**src/rtl/bram_pingpong_writer_pkg.sv**
```systemverilog
//==============================================================================
// Module : bram_ctrl_pkg
// Brief  : Shared state encoding and constants for the ping-pong BRAM writer.
// Rev    : 1.0
//==============================================================================
`default_nettype none

package bram_ctrl_pkg;

    typedef enum logic [1:0] {
        IDLE = 2'd0,
        FILL = 2'd1,
        WAIT = 2'd2,
        HDR  = 2'd3
    } state_t;

    localparam logic [3:0] WE_ALL     = 4'hF;
    localparam int         WORD_BYTES = 4;

endpackage

`default_nettype wire

```
**src/rtl/bram_pingpong_writer_if.sv**
```systemverilog
//==============================================================================
// Module : bram_pingpong_writer_if
// Brief  : Generator stream, BRAM port A and PS handshake bundle for the writer.
// Rev    : 1.0
//==============================================================================
`default_nettype none

interface bram_pingpong_writer_if #(
    parameter int ADDR_WIDTH = 16,
    parameter int DATA_WIDTH = 32
);
    logic                  enable;
    logic                  s_valid;
    logic [DATA_WIDTH-1:0] s_data;
    logic                  s_ready;
    logic                  bram_en;
    logic [3:0]            bram_we;
    logic [ADDR_WIDTH-1:0] bram_addr;
    logic [DATA_WIDTH-1:0] bram_din;
    logic [1:0]            half_release;
    logic [1:0]            half_full;
    logic                  irq;
    logic                  overflow;
    logic                  cur_half;

    // master is the writer block itself
    modport master (
        input  enable, s_valid, s_data, half_release,
        output s_ready, bram_en, bram_we, bram_addr, bram_din,
               half_full, irq, overflow, cur_half
    );

    modport slave (
        output enable, s_valid, s_data, half_release,
        input  s_ready, bram_en, bram_we, bram_addr, bram_din,
               half_full, irq, overflow, cur_half
    );

endinterface

`default_nettype wire

```
**src/rtl/bram_pingpong_writer.sv**
```systemverilog
//==============================================================================
// Module : bram_pingpong_writer
// Brief  : Fills BRAM port A as two ping-pong halves, handing each full half to
//          the PS. Optional per-half sequence header: BRAM_WR_HEADER_EN.
// Rev    : 1.0
//==============================================================================
`default_nettype none

module bram_pingpong_writer
    import bram_ctrl_pkg::*;
#(
    parameter int ADDR_WIDTH = 16,
    parameter int DATA_WIDTH = 32,
    parameter int DEPTH      = 16384
) (
    input  wire logic               clk,
    input  wire logic               rst,
    bram_pingpong_writer_if.master  bus
);

    localparam int               HALF_WORDS = DEPTH / 2;
    localparam int               OFF_W      = $clog2(HALF_WORDS);
    localparam logic [OFF_W-1:0] LAST_OFF   = OFF_W'(HALF_WORDS - 1);

`ifdef BRAM_WR_HEADER_EN
    localparam state_t FIRST_STATE = HDR;
`else
    localparam state_t FIRST_STATE = FILL;
`endif

    state_t                r_state;
    logic [OFF_W-1:0]      r_offset;
    logic                  r_cur_half;
    logic [1:0]            r_half_full;
    logic                  r_irq;
    logic                  r_overflow;
    logic                  r_bram_en;
    logic [3:0]            r_bram_we;
    logic [ADDR_WIDTH-1:0] r_bram_addr;
    logic [DATA_WIDTH-1:0] r_bram_din;
`ifdef BRAM_WR_HEADER_EN
    logic [31:0]           r_seq_cnt;
`endif

    logic                  w_ready;
    logic                  w_hs;
    logic                  w_last;
    logic [1:0]            w_set;
    logic [1:0]            w_half_full_nxt;
    logic [ADDR_WIDTH-1:0] w_addr;
    state_t                w_resume_state;

    assign w_ready = (r_state == FILL) && bus.enable;
    assign w_hs    = w_ready && bus.s_valid;
    assign w_last  = w_hs && (r_offset == LAST_OFF);
    assign w_set   = w_last ? (r_cur_half ? 2'b10 : 2'b01) : 2'b00;

    // Clear before set: a release can only target a half the PS owns, which is never the one completing.
    assign w_half_full_nxt = (r_half_full & ~bus.half_release) | w_set;

    // Halves are a power of two, so {half, offset} is the linear word index.
    assign w_addr = ADDR_WIDTH'({r_cur_half, r_offset}) * ADDR_WIDTH'(WORD_BYTES);

    // Offset 0 means the half has not been started yet (header still owed).
    assign w_resume_state = (r_offset == '0) ? FIRST_STATE : FILL;

    always_ff @(posedge clk) begin
        if (rst) begin
            r_state     <= IDLE;
            r_offset    <= '0;
            r_cur_half  <= 1'b0;
            r_half_full <= 2'b00;
            r_irq       <= 1'b0;
            r_overflow  <= 1'b0;
            r_bram_en   <= 1'b0;
            r_bram_we   <= '0;
            r_bram_addr <= '0;
            r_bram_din  <= '0;
`ifdef BRAM_WR_HEADER_EN
            r_seq_cnt   <= '0;
`endif
        end else begin
            r_bram_en   <= 1'b0;
            r_bram_we   <= '0;
            r_irq       <= 1'b0;
            r_half_full <= w_half_full_nxt;

            if ((r_state == WAIT) && bus.enable && bus.s_valid) begin
                r_overflow <= 1'b1;
            end

            case (r_state)
                IDLE: begin
                    if (bus.enable) begin
                        r_state <= r_half_full[r_cur_half] ? WAIT : w_resume_state;
                    end
                end

                WAIT: begin
                    if (!r_half_full[r_cur_half]) begin
                        r_state <= w_resume_state;
                    end
                end

`ifdef BRAM_WR_HEADER_EN
                HDR: begin
                    r_bram_en   <= 1'b1;
                    r_bram_we   <= WE_ALL;
                    r_bram_addr <= w_addr;
                    r_bram_din  <= r_seq_cnt;
                    r_offset    <= OFF_W'(1);
                    r_state     <= FILL;
                end
`endif

                FILL: begin
                    if (!bus.enable) begin
                        r_state <= IDLE;
                    end else if (w_hs) begin
                        r_bram_en   <= 1'b1;
                        r_bram_we   <= WE_ALL;
                        r_bram_addr <= w_addr;
                        r_bram_din  <= bus.s_data;
                        if (w_last) begin
                            r_irq      <= 1'b1;
                            r_cur_half <= ~r_cur_half;
                            r_offset   <= '0;
                            r_state    <= w_half_full_nxt[~r_cur_half] ? WAIT : FIRST_STATE;
`ifdef BRAM_WR_HEADER_EN
                            r_seq_cnt  <= r_seq_cnt + 32'd1;
`endif
                        end else begin
                            r_offset <= r_offset + OFF_W'(1);
                        end
                    end
                end

                default: r_state <= IDLE;
            endcase
        end
    end

    assign bus.s_ready   = w_ready;
    assign bus.bram_en   = r_bram_en;
    assign bus.bram_we   = r_bram_we;
    assign bus.bram_addr = r_bram_addr;
    assign bus.bram_din  = r_bram_din;
    assign bus.half_full = r_half_full;
    assign bus.irq       = r_irq;
    assign bus.overflow  = r_overflow;
    assign bus.cur_half  = r_cur_half;

endmodule

`default_nettype wire
```
**src/flat_wrapper.sv**
```systemverilog
// flat-port wrapper written by rule: the top's interface ports become plain ports
module bram_pingpong_writer_flat import bram_ctrl_pkg::*;
#(
    parameter int ADDR_WIDTH = 16,
    parameter int DATA_WIDTH = 32,
    parameter int DEPTH      = 16384
)
  (clk, rst, bus_enable, bus_s_valid, bus_s_data, bus_half_release, bus_s_ready, bus_bram_en, bus_bram_we, bus_bram_addr, bus_bram_din, bus_half_full, bus_irq, bus_overflow, bus_cur_half);
  bram_pingpong_writer_if #(.ADDR_WIDTH(ADDR_WIDTH), .DATA_WIDTH(DATA_WIDTH)) bus_i ();
  input  wire logic clk;
  input  wire logic rst;
  input wire logic [$bits(bus_i.enable)-1:0] bus_enable;
  input wire logic [$bits(bus_i.s_valid)-1:0] bus_s_valid;
  input wire logic [$bits(bus_i.s_data)-1:0] bus_s_data;
  input wire logic [$bits(bus_i.half_release)-1:0] bus_half_release;
  output wire logic [$bits(bus_i.s_ready)-1:0] bus_s_ready;
  output wire logic [$bits(bus_i.bram_en)-1:0] bus_bram_en;
  output wire logic [$bits(bus_i.bram_we)-1:0] bus_bram_we;
  output wire logic [$bits(bus_i.bram_addr)-1:0] bus_bram_addr;
  output wire logic [$bits(bus_i.bram_din)-1:0] bus_bram_din;
  output wire logic [$bits(bus_i.half_full)-1:0] bus_half_full;
  output wire logic [$bits(bus_i.irq)-1:0] bus_irq;
  output wire logic [$bits(bus_i.overflow)-1:0] bus_overflow;
  output wire logic [$bits(bus_i.cur_half)-1:0] bus_cur_half;
  assign bus_i.enable = bus_enable;
  assign bus_i.s_valid = bus_s_valid;
  assign bus_i.s_data = bus_s_data;
  assign bus_i.half_release = bus_half_release;
  assign bus_s_ready = bus_i.s_ready;
  assign bus_bram_en = bus_i.bram_en;
  assign bus_bram_we = bus_i.bram_we;
  assign bus_bram_addr = bus_i.bram_addr;
  assign bus_bram_din = bus_i.bram_din;
  assign bus_half_full = bus_i.half_full;
  assign bus_irq = bus_i.irq;
  assign bus_overflow = bus_i.overflow;
  assign bus_cur_half = bus_i.cur_half;
  bram_pingpong_writer #(.ADDR_WIDTH(ADDR_WIDTH), .DATA_WIDTH(DATA_WIDTH), .DEPTH(DEPTH)) u_core (.clk(clk), .rst(rst), .bus(bus_i));
endmodule
```
**config.mk**
```make
export PLATFORM = sky130hd
export DESIGN_NAME = bram_pingpong_writer_flat
export DESIGN_NICKNAME = d
export VERILOG_FILES = /design/src/rtl/bram_pingpong_writer_pkg.sv /design/src/rtl/bram_pingpong_writer_if.sv /design/src/rtl/bram_pingpong_writer.sv /design/src/flat_wrapper.sv
export SDC_FILE = /design/constraint.sdc
export NUM_CORES = 1
export LEC_CHECK = 0
export CAP_MARGIN = 20
export CORE_MARGIN = 4
export CORE_UTILIZATION = 33
export CTS_BUF_LIST = sky130_fd_sc_hd__clkbuf_8
export CTS_CLUSTER_SIZE = 24
export DETAILED_ROUTE_END_ITERATION = 16
export PLACE_DENSITY = 0.7
export SYNTH_ARGS = -nofsm -noshare
export SYNTH_HDL_FRONTEND = slang
export SYNTH_SLANG_ARGS = --single-unit
```
**constraint.sdc**
```tcl
create_clock -name clk -period 1.8 [get_ports clk]
set_clock_uncertainty 0.1 [all_clocks]
set_input_delay 0.36 -clock clk [delete_from_list [all_inputs] [get_ports clk]]
set_output_delay 0.36 -clock clk [all_outputs]
set_load 0.02 [all_outputs]
```
Word-level counts from Yosys, hierarchy flattened
Index checks and enable logic that the tools add are counted.
{"block": "totals", "wordCells": 56, "reg_bits": 71, "out_inout_bits": 59, "inputBits": 38}
{"block": "classes", "add_sub_neg": 1, "order_cmp": 2, "bitwise_logic": 7, "mux": 18, "reduce_logical": 11, "eq_ne": 7}
{"cell": "$mux 2", "count": 9}
{"cell": "$add 13x1->13 const B", "count": 1}
{"cell": "$eq 13x13->1 const B", "count": 1}
{"cell": "$mux 13", "count": 1}
{"cell": "$reduce_and 4->1", "count": 2}
{"cell": "$mux 1", "count": 6}
{"cell": "$ne 3x2->1 const B", "count": 2}
{"cell": "$pmux 2 s3", "count": 1}
{"cell": "$logic_and 1x1->1", "count": 5}
{"cell": "$lt 1x2->1 const B", "count": 2}
{"cell": "$mux 4", "count": 1}
{"cell": "$ne 2x2->1 const B", "count": 2}
{"cell": "$not 1->1", "count": 4}
{"cell": "$reduce_or 4->1", "count": 1}
{"cell": "$reduce_and 3->1", "count": 1}
{"cell": "$reduce_or 3->1", "count": 1}
{"cell": "$and 2x2->2", "count": 1}
{"cell": "$eq 2x1->1 const B", "count": 1}
{"cell": "$eq 2x2->1 const B", "count": 1}
{"cell": "$logic_not 2->1", "count": 1}
{"cell": "$not 2->2", "count": 1}
{"cell": "$or 2x2->2", "count": 1}

Logic depth before layout (Yosys ltp)
{"block": "logic_depth", "ltp_word": 13, "mapped_depth": 7, "mapped_depth_nobuf": 5}

Least setup slack after synthesis
No wires, ideal clock.
{"block": "synth_timing", "kind": "flip-flop to flip-flop", "from": "register u_core.r_offset[4]", "to": "register u_core.r_half_full[0], in the netlist u_core.bus.half_full[0]", "path_stages_with_launch": 7, "path_buffers": 2, "required_ps": 1633, "arrival_ps": 1690, "setup_time_ps": 67, "synth_period_minus_slack_ps": 1858, "setup_slack_ps": -58, "path_cell_list": "dfxtp_1 buf_2 nand4_2 or4_4 buf_6 or4_4 o21ai_2"}
{"block": "synth_between", "elab_chain_len": 4}
{"item": "start, declared", "line_no": "bram_pingpong_writer.sv:32", "source": "logic [OFF_W-1:0] r_offset;"}
{"item": "start signal, assigned", "line_no": "bram_pingpong_writer.sv:133", "source": "r_offset <= r_offset + OFF_W'(1);"}
{"item": "$eq 13x13->1", "line_no": "bram_pingpong_writer.sv:55", "source": "assign w_last = w_hs && (r_offset == LAST_OFF);"}
{"item": "$logic_and 1x1->1", "line_no": "bram_pingpong_writer.sv:55"}
{"item": "$mux 2", "line_no": "bram_pingpong_writer.sv:56", "source": "assign w_set = w_last ? (r_cur_half ? 2'b10 : 2'b01) : 2'b00;"}
{"item": "$or 2x2->2", "line_no": "bram_pingpong_writer.sv:59", "source": "assign w_half_full_nxt = (r_half_full & ~bus.half_release) | w_set;"}
{"item": "end signal, assigned", "line_no": "bram_pingpong_writer.sv:86", "source": "r_half_full <= w_half_full_nxt;"}
{"item": "end, declared", "line_no": "bram_pingpong_writer.sv:34", "source": "logic [1:0] r_half_full;"}
No other way between the ends.
A chain may end at the register's enable or synchronous reset.

Worst setup path in the final report
{"block": "layout_timing", "from": "register u_core.r_offset[3]", "to": "register u_core.r_offset[0]"}
{"block": "layout_between", "elab_chain_len": 3}
{"item": "$eq 13x13->1", "line_no": "bram_pingpong_writer.sv:55"}
{"item": "$logic_and 1x1->1", "line_no": "bram_pingpong_writer.sv:55"}
{"item": "$mux 13", "line_no": "bram_pingpong_writer.sv:124", "source": "if (w_last) begin"}
No other way between the ends.

==> flow_metrics.env <==
export IMPL_grt_antenna_before_repair=0
export IMPL_yosysTopAreaCellShare_pct=51.8
export IMPL_critical_path_max_fanout=5
export IMPL_worstPathArrival_ns=1.93
export IMPL_num_rows=32
export IMPL_crit_buf_inv=2
export IMPL_post_dp_cell_area_um2=3720
export IMPL_synth_seq_cells=67
export IMPL_synth_largest_area_cell="dfxtp_1"
export IMPL_synth_fa_ha_area_share_pct=0.483
export IMPL_finalCritPeriodShare_pct=101
export IMPL_crit_type="reg -> reg"
export IMPL_power_frac_comb_pct=8.6
export IMPL_min_path_type="in -> reg"
export IMPL_highest_layer="met4"
export IMPL_synth_seq_area_share_pct=51.8
export IMPL_status="finished, violations left"
export IMPL_final_hold_viol_count=0
export IMPL_grt_max_degree=36
export IMPL_dieArea_um2=9330
export IMPL_worstPathRequired_ns=1.91
export IMPL_grt_pass1_vias=2410
export IMPL_hold_end="u_core.bus.irq"
export IMPL_cp_top_family="simple AND/OR/NAND/NOR gates"
export IMPL_io_buffers=94
export IMPL_setup_violations=2
export IMPL_p_switching_mw=0.667
export IMPL_synth_async_reset_ratio_pct=0
export IMPL_power_mw=3.00
export IMPL_synth_edf_count=0
export IMPL_grt_use_total_pct=15.6
export IMPL_gr_total_overflow=0
export IMPL_clock_sinks=67
export IMPL_drt_vias_per_instance=4.64
export IMPL_whs_ns=0.276
export IMPL_syn_to_final_growth_pct=55.5
export IMPL_drtIter0Drc=119
export IMPL_peakVddDrop_mv=0.369
export IMPL_ios=97
export IMPL_grt_pass1_wl_um=11200
export IMPL_switching_share_pct=22.2
export IMPL_fmax_mhz=550
export IMPL_clkPwrFrac_pct=40.9
export IMPL_synth_xor_area_share_pct=3.04
export IMPL_synth_cells=319
export IMPL_postRouteAntennaNets=0
export IMPL_met3_wirelength_um=536
export IMPL_clkTransAtPathRegs_ns=0.07
export IMPL_core_area_um2=7690
export IMPL_wl_met2_um=3440
export IMPL_vias=2470
export IMPL_cts_root_buf="clkbuf_8"
export IMPL_synthFlopType="dfxtp_1"
export IMPL_yosys_mux_area_fraction_pct=0.435
export IMPL_synth_distinct_cells=37
export IMPL_cp_common_cell="buf_6"
export IMPL_critPathLaunchType="flop"
export IMPL_wl_per_cell_um=13.3
export IMPL_htree_levels=3
export IMPL_slowest_delay_ns=0.57
export IMPL_worst_r2r_endpoint="u_core.r_offset[0]"
export IMPL_drc=0
export IMPL_ctsLongestPathBuffers=2
export IMPL_clk_latency_ns=0.33
export IMPL_cp_slowest_cell="or4_4"
export IMPL_tritoncts="built"
export IMPL_drv_cap=0
export IMPL_end_kind="flop"
export IMPL_fp_dieH_um=96.6
export IMPL_postLayoutCellArea_um2=4030
export IMPL_seqPwrFrac_pct=50.5
export IMPL_fin_crit_ns=1.82
export IMPL_synth_top_family_by_area="simple AND/OR/NAND/NOR gates"
export IMPL_report_final_slew_viol_count=0
export IMPL_yosys_warnings=0
export IMPL_layout_nets=465
export IMPL_post_dp_hpwl_um=5010
export IMPL_violations="setup timing"
export IMPL_n_antenna_cell=0
export IMPL_die_width_um=96.6
export IMPL_r2r_slack_ns=-0.02
export IMPL_path_cells="nand4_4 -> or4_4 -> buf_6 -> o21bai_4 -> buf_6 -> o31ai_1"
export IMPL_synthesis_area_um2=2590
export IMPL_pwr_density_cell_nw_per_um2=745
export IMPL_drive_above_1_share_pct=15.3
export IMPL_p_int_mw=2.33
export IMPL_cts_buffers=9
export IMPL_rsz0062_at_grt="yes"
export IMPL_whs_path_depth=2
export IMPL_dr_pass1_iters=4
export IMPL_reg2reg_depth=6
export IMPL_synth_compound_area_share_pct=13.0
export IMPL_setup_ws_ns=-0.0190
export IMPL_fillers=748
export IMPL_initial_utilization_pct=33.7
export IMPL_synth_simple_gate_area_share_pct=24.8
export IMPL_met1_length_um=3010
export IMPL_synth_area_leaders="dfxtp_1 (52%), nand2_1 (14%), a21oi_1 (9.3%)"
export IMPL_critical_path_reg2reg_startpoint="u_core.r_offset[3]"
export IMPL_cellLeakagePower_nw=1.70
export IMPL_worstHoldStart="rst"
export IMPL_routed_wl_um=7060
export IMPL_avgSynthCellArea_um2=8.12
export IMPL_place_gp_congestion=0.819
-- layout make-up --
cell class / count / area (um^2) / area share, %
well taps: 102 / 128 / 3.17
clock inverters: 4 / 42.5 / 1.06
flip-flops and latches: 67 / 1350 / 33.5
repair buffers: 124 / 1190 / 29.6
multi-input cells: 219 / 1150 / 28.5
clock buffers: 11 / 151 / 3.76
inverters: 5 / 18.8 / 0.466
-- layout by cell type, fill, tap and decap left out, drive strengths merged, types with 2 or more instances in the layout --
master,instances
buf,31
o21ai,5
dlymetal6s2s,14
nand4,6
dfxtp,67
clkbuf,12
dlygate4sd2,10
nor4,2
nor3b,2
o31ai,3
nor3,4
nand3b,2
nand2,100
conb,2
nor2,15
o41ai,2
a21oi,48
xor2,3
nand3,3
xnor2,6
or3,2
inv,7
or4,2
clkdlybuf4s50,68
-- cell usage after synthesis, types with 3 or more instances --
cell type / count
nand3_1: 3
xor2_1: 3
o21ai_0: 3
inv_1: 5
buf_2: 3
nor3_1: 4
dfxtp_1: 67
nand2_1: 100
clkbuf_1: 19
o31ai_1: 3
buf_4: 6
nand4_1: 5
xnor2_1: 6
nor2_1: 15
a21oi_1: 48
-- state kept, by name (all words and copies together), names as in the netlist --
register and count:
u_core.bus.irq 1, u_core.bus.cur_half 1, u_core.bus.half_full 2, u_core.bus.bram_addr 14, u_core.r_offset 13, u_core.bus.overflow 1, u_core.bus.bram_din 32, u_core.bus.bram_we 1
u_core.r_state 2
-- power groups by stage --
stage | Combinational [mW] | Sequential, mW | Clock [mW]
6_report | 0.257 | 1.52 | 1.23
3_3_place_gp | 0.252 | 1.55 | 0
4_1_cts | 0.257 | 1.51 | 1.27
5_1_grt | 0.278 | 1.52 | 1.35
2_1_floorplan | 0.0821 | 1.57 | 0
3_5_place_dp | 0.255 | 1.55 | 0
-- worst reg2reg max path, cell delays in order (launching register included) --
cell and delay (ns):
dfxtp_1 0.38, nand4_4 0.11, or4_4 0.57, buf_6 0.15, o21bai_4 0.18, buf_6 0.15, o31ai_1 0.06
-- metal layers --
layer / vias to the layer above / global-route usage (%)
li1: 1261 / -
met3: 6 / 7.13
met1: 1146 / 17.9
met2: 57 / 26.0
met4: 0 / 5.14
met5: - / 0
-- cell families (layout without fill, tap and decap cells) --
logic type,Yosys count,in the layout
AOI/OAI and AO/OA,61,61
xor gates and xnor gates,9,9
adders and majority gates,1,1
buffers and inverters,34,144
DFF,67,67
muxes,1,1
other,1,2
and+or+nand+nor,145,145
-- worst max path at each step --
stage,end,from,slack [ns],cells past startpoint
2_1_floorplan,u_core.bus.half_full[0],u_core.r_offset[4],-0.003,6
3_3_place_gp,u_core.r_offset[1],bus_enable,-0.42,6
3_5_place_dp,u_core.r_offset[1],bus_enable,-0.46,6
4_1_cts,u_core.bus.cur_half,u_core.r_state[1],-0.06,4
5_1_grt,u_core.r_offset[0],u_core.r_state[1],-0.07,6
6_report,u_core.r_offset[0],u_core.r_offset[3],-0.02,6
-- stage by stage --
stage | worst slack, ns | TNS [ns] | utilization, % | cells
2_1_floorplan | -0.00324 | -0.00608 | - | 320
3_3_place_gp | -0.416 | -15.28 | 48.4 | 512
3_5_place_dp | -0.458 | -17.48 | 48.4 | 512
4_1_cts | -0.0633 | -0.173 | 51.4 | 531
5_1_grt | -0.0703 | -0.617 | 52.4 | 532
6_report | -0.0190 | -0.0330 | 52.4 | 532
-- timing repair --
action | in CTS | in global routing
hold buffers | 0 | 0
gates cloned | 1 | 0
setup endpoints to repair | 24 | 31
setup buffers | 3 | 1
pin swaps | 4 | 10
gates resized for setup | 20 | 24
Power figures use the tool's default switching activity.
